===== src/rtl/multisim_push_pkg.sv =====
// rtl/multisim_push_pkg.sv - shared state encoding and default parameters for the push FSM
package multisim_push_pkg;

    typedef enum logic [1:0] {
        IDLE    = 2'd0,
        PUSH    = 2'd1,
        BACKOFF = 2'd2
    } state_t;

    localparam int DEF_WIDTH       = 8;
    localparam int DEF_DEPTH       = 4;
    localparam int DEF_RETRY_DELAY = 3;

endpackage


===== src/rtl/multisim_push_fifo.sv =====
// rtl/multisim_push_fifo.sv - power-of-two word buffer with head-of-queue output
module multisim_push_fifo
    import multisim_push_pkg::*;
#(
    parameter int WIDTH = DEF_WIDTH,
    parameter int DEPTH = DEF_DEPTH,
    localparam int AW   = $clog2(DEPTH)
) (
    input  logic             clk,
    input  logic             rst,
    input  logic             wr,
    input  logic [WIDTH-1:0] wr_data,
    input  logic             rd,
    output logic             full,
    output logic             empty,
    output logic [WIDTH-1:0] head,
    output logic [AW:0]      count
);

    logic [WIDTH-1:0] mem_q [DEPTH];
    logic [AW-1:0]    wr_ptr_q;
    logic [AW-1:0]    rd_ptr_q;
    logic [AW:0]      count_q;
    logic             wr_ok;
    logic             rd_ok;

    assign full  = (count_q == (AW+1)'(DEPTH));
    assign empty = (count_q == '0);
    assign wr_ok = wr & ~full;
    assign rd_ok = rd & ~empty;
    assign head  = mem_q[rd_ptr_q];
    assign count = count_q;

    // Storage is cleared on reset so the head reads as zero while reset is held.
    always_ff @(posedge clk or posedge rst) begin
        if (rst) begin
            for (int i = 0; i < DEPTH; i++) mem_q[i] <= '0;
            wr_ptr_q <= '0;
            rd_ptr_q <= '0;
            count_q  <= '0;
        end else begin
            if (wr_ok) begin
                mem_q[wr_ptr_q] <= wr_data;
                wr_ptr_q        <= wr_ptr_q + 1'b1;
            end
            if (rd_ok) rd_ptr_q <= rd_ptr_q + 1'b1;
            case ({wr_ok, rd_ok})
                2'b10:   count_q <= count_q + 1'b1;
                2'b01:   count_q <= count_q - 1'b1;
                default: count_q <= count_q;
            endcase
        end
    end

endmodule


===== src/rtl/multisim_push_fsm.sv =====
// rtl/multisim_push_fsm.sv - buffered push to a sink with retry backoff; MULTISIM_PUSH_STATS_EN adds counters
module multisim_push_fsm
    import multisim_push_pkg::*;
#(
    parameter int WIDTH       = DEF_WIDTH,
    parameter int DEPTH       = DEF_DEPTH,
    parameter int RETRY_DELAY = DEF_RETRY_DELAY
) (
    input  logic             clk,
    input  logic             rst,
    input  logic             enable,
    input  logic             data_vld,
    input  logic [WIDTH-1:0] data,
    output logic             data_rdy,
    output logic             push_vld,
    output logic [WIDTH-1:0] push_data,
`ifdef MULTISIM_PUSH_STATS_EN
    output logic [15:0]      push_count,
    output logic [15:0]      retry_count,
`endif
    input  logic             push_ack
);

    localparam int AW   = $clog2(DEPTH);
    localparam int CW   = (RETRY_DELAY > 2) ? $clog2(RETRY_DELAY) : 1;
    localparam int LOAD = (RETRY_DELAY > 0) ? RETRY_DELAY - 1 : 0;

    state_t          state_q, state_d;
    logic [CW-1:0]   cnt_q, cnt_d;
    logic            full, empty, wr, rd;
    logic [AW:0]     count;

    // rst gates data_rdy so nothing is offered upstream while reset is held.
    assign data_rdy = enable & ~full & ~rst;
    assign wr       = data_vld & data_rdy;

    multisim_push_fifo #(.WIDTH(WIDTH), .DEPTH(DEPTH)) u_fifo (
        .clk     (clk),
        .rst     (rst),
        .wr      (wr),
        .wr_data (data),
        .rd      (rd),
        .full    (full),
        .empty   (empty),
        .head    (push_data),
        .count   (count)
    );

    always_ff @(posedge clk or posedge rst) begin
        if (rst) begin
            state_q <= IDLE;
            cnt_q   <= '0;
        end else begin
            state_q <= state_d;
            cnt_q   <= cnt_d;
        end
    end

    always_comb begin
        state_d  = state_q;
        cnt_d    = cnt_q;
        rd       = 1'b0;
        push_vld = 1'b0;
        case (state_q)
            IDLE: begin
                if (enable && !empty) state_d = PUSH;
            end
            PUSH: begin
                push_vld = 1'b1;
                if (push_ack) begin
                    rd = 1'b1;
                    // A word written on the popping edge counts as remaining.
                    if (enable && ((count > (AW+1)'(1)) || wr)) state_d = PUSH;
                    else                                         state_d = IDLE;
                end else if (RETRY_DELAY == 0) begin
                    state_d = PUSH;
                end else begin
                    state_d = BACKOFF;
                    cnt_d   = CW'(LOAD);
                end
            end
            BACKOFF: begin
                if (cnt_q == '0) state_d = PUSH;
                else             cnt_d   = cnt_q - 1'b1;
            end
            default: state_d = IDLE;
        endcase
    end

`ifdef MULTISIM_PUSH_STATS_EN
    logic [15:0] push_cnt_q, retry_cnt_q;

    always_ff @(posedge clk or posedge rst) begin
        if (rst) begin
            push_cnt_q  <= '0;
            retry_cnt_q <= '0;
        end else begin
            if (push_vld && push_ack && push_cnt_q != 16'hFFFF)
                push_cnt_q <= push_cnt_q + 16'd1;
            if (push_vld && !push_ack && retry_cnt_q != 16'hFFFF)
                retry_cnt_q <= retry_cnt_q + 16'd1;
        end
    end

    assign push_count  = push_cnt_q;
    assign retry_count = retry_cnt_q;
`endif

endmodule


===== config.mk =====
export PLATFORM = sky130hd
export DESIGN_NAME = multisim_push_fsm
export DESIGN_NICKNAME = d
export VERILOG_FILES = /design/src/rtl/multisim_push_pkg.sv /design/src/rtl/multisim_push_fifo.sv /design/src/rtl/multisim_push_fsm.sv
export SDC_FILE = /design/constraint.sdc
export NUM_CORES = 1
export LEC_CHECK = 0
export ABC_AREA = 1
export CAP_MARGIN = 20
export CORE_MARGIN = 5
export CORE_UTILIZATION = 40
export DETAILED_ROUTE_END_ITERATION = 16
export PLACE_DENSITY = 0.56
export SETUP_SLACK_MARGIN = 0.05
export SLEW_MARGIN = 0
export SYNTH_ARGS = -nofsm -noshare
export SYNTH_HDL_FRONTEND = slang
export SYNTH_SLANG_ARGS = --single-unit

===== constraint.sdc =====
create_clock -name clk -period 4.2 [get_ports clk]
set_input_delay 1.05 -clock clk [delete_from_list [all_inputs] [get_ports clk]]
set_output_delay 1.05 -clock clk [all_outputs]
set_load 0.03 [all_outputs]

==> results.toml <==
[timing]
tns_ns = 0
tightest_slew_ns = 0.567
fmax_mhz = 286
holdWs_ns = 0.491
hold_viol = 0
final-max-slew-violation-count = 0
relSlewSlack = 0.622
final.period_utilization = 0.832
rsz0062_at_grt = "no"
fin_worst_skew_ns = 0.00633
setup_violations = 0
period_needed_ns = 3.50

[floorplanning]
die_h_um = 84.8
core_area_um2 = 5470
die_w_um = 84.8
die_area_um2 = 7190
ios = 23
initial_core_util = 0.409
num_rows = 27

[yosys]
yosysMostFrequentCell = "nand2_1"
ys_seq_area_frac = 0.481
ys_warn_count = 0
synth.area.top_cells = "dfrtp_1, nand2_1, o21ai_0, ha_1, nor2_1"
synth-edff-count = 0
synth_ff_type = "dfrtp_1"
yosysTopAreaCell = "dfrtp_1"
ys_seq_elements = 43
synth_top_cells_by_count = "nand2_1, o21ai_0, dfrtp_1"
syn_nets = 286
ys_types = 22
synth_cells = 263
syn_area_um2 = 2240
synthArstFlopShare = 1.00
synth.top_cell.area_share = 0.481
syn_avg_cell_area_um2 = 8.50

[clock_tree]
path_clk_slew_ns = 0.07
htree_levels = 2
clk_latency_ns = 0.29
post_cts.repair.setup_buffers = 0
cts_buffers = 5
cts-hold-fix-buffers = 0
cts_buffer_depth = 2
clockRootBuffer = "clkbuf_8"
cts_sinks = 43
postCtsResizedCells = 0
cts_tree = "yes"

[worst_setup_path]
r2r_cells = 8
reg2reg_to = "u_fifo.count[2]"
slowest_stage = "clkdlybuf4s50_1"
critPathTopFamily = "buffers and inverters"
required_ns = 3.15
crit_arrival_ns = 2.45
regToRegStartpoint = "u_fifo.count[0]"
r2r_slack_ns = 2.35
crit_path_end_kind = "primary output"
critPathMaxFanout = 4
path_cells = "clkdlybuf4s50_1 -> nand2_1 -> nor2_1 -> clkdlybuf4s50_1"
cpMostUsedCell = "clkdlybuf4s50_1"
crit_path_start = "enable"
setup.worst_path.class = "in -> out"
worstSetupStartpointType = "primary input"
max_stage_delay_ns = 0.67
path_buf_inv = 2

[place]
port_buffers = 22
place_congestion = 0.772
place_hpwl_mm = 3.30

[outcome]
run_status = "finished clean"

[pwr]
leakagePower_nw = 1.31
peakVddDrop_uv = 303
pwr_density_cell_nw_per_um2 = 762

[finish]
drive_gt1_frac = 0.0657
area_growth_pct = 16.9
insertedDiodeCount = 0
nets = 311

[routing]
first_pass_iters = 4
routed_wl_mm = 5.12
vias = 1771
drc_errors = 0
drtAntennaViolNets = 0
wl_per_cell_um = 14.2
vias_per_cell = 4.91
drt-initial-drc-count = 55

[grt]
grt_max_degree = 44
grt_pass1_wl_mm = 8.67
grt.total_usage = 0.152
first_global_vias = 1720
antenna_found_initial = 0
globalRoute.totalOverflow = 0

[min_path]
min_from = "state_q[0]"
min_to = "state_q[0]"
worstHoldPathCells = 1
hold_class = "reg -> reg"

[job]
cap_viol_max_count = 0
[how the worst max path moves through the flow]
stage / to / slack, ns / cells after the start
2_1_floorplan: u_fifo.count[2] / 0.93 / 8
3_3_place_gp: data_rdy / 0.71 / 4
3_5_place_dp: data_rdy / 0.70 / 4
4_1_cts: data_rdy / 0.69 / 4
5_1_grt: data_rdy / 0.63 / 4
6_report: data_rdy / 0.70 / 4
[stage by stage]
stage | power, mW | instance area, µm² | setup WS [ns] | util | std cells
after floorplan | 1.39 | 2240 | 0.933 | - | 263
after global placement | 1.71 | 2510 | 0.714 | 0.459 | 353
after detailed placement | 1.73 | 2510 | 0.702 | 0.459 | 353
after CTS | 2.02 | 2610 | 0.692 | 0.478 | 361
after global routing | 2.17 | 2610 | 0.629 | 0.478 | 361
final | 1.99 | 2610 | 0.704 | 0.478 | 361
[placed cells by master, fill, tap and decap left out, types with 2 or more instances in the layout]
| cell | instances |
|---|---|
| nor2_1 | 22 |
| xor2_1 | 3 |
| a21oi_1 | 4 |
| clkbuf_8 | 7 |
| inv_1 | 20 |
| o22ai_1 | 7 |
| nand2_1 | 79 |
| nand3_1 | 2 |
| ha_1 | 10 |
| clkdlybuf4s50_1 | 22 |
| dfrtp_1 | 43 |
| buf_4 | 3 |
| o21ai_1 | 2 |
| o21ai_0 | 51 |
| xnor2_1 | 2 |
| nor2_8 | 4 |
[per-layer routing]
layer  vias up  wire length [µm]  share of wire  track usage
li1        901                 -              -            -
met1       831              2490           0.49        0.208
met2        34              2400           0.47        0.244
met3         5               182          0.036       0.0236
met4         0                44         0.0086       0.0547
met5         -                 0              0            0
[flip-flops by register name, indices dropped and copies added (netlist names)]
| register | cells |
|---|---|
| u_fifo.wr_ptr_q | 2 |
| state_q | 2 |
| cnt_q | 2 |
| u_fifo.count | 3 |
| u_fifo.mem_q | 32 |
| u_fifo.rd_ptr_q | 2 |
[cells by family after synthesis]
kind of cell | share of synthesized area
AOI/OAI and AO/OA | 0.151
xor gates and xnor gates | 0.0196
adders and majority gates | 0.0560
buffers and inverters | 0.0616
DFF | 0.481
and+or+nand+nor | 0.231
[power breakdown]
group / internal [mW] / switching, mW / leakage [nW]
Clock: 0.150 / 0.136 / 0.0515
Combinational: 0.359 / 0.628 / 0.717
Sequential: 0.605 / 0.112 / 0.537
[area by class of cell]
cell class / count / area (µm²)
repair buffers: 25 / 243
inverters: 22 / 82.6
flip-flops and latches: 43 / 1080
clock buffers: 8 / 100
well taps: 72 / 90.1
multi-input cells: 191 / 1020
fillers: 551 / 2860
(Power assumes the default switching activity.)
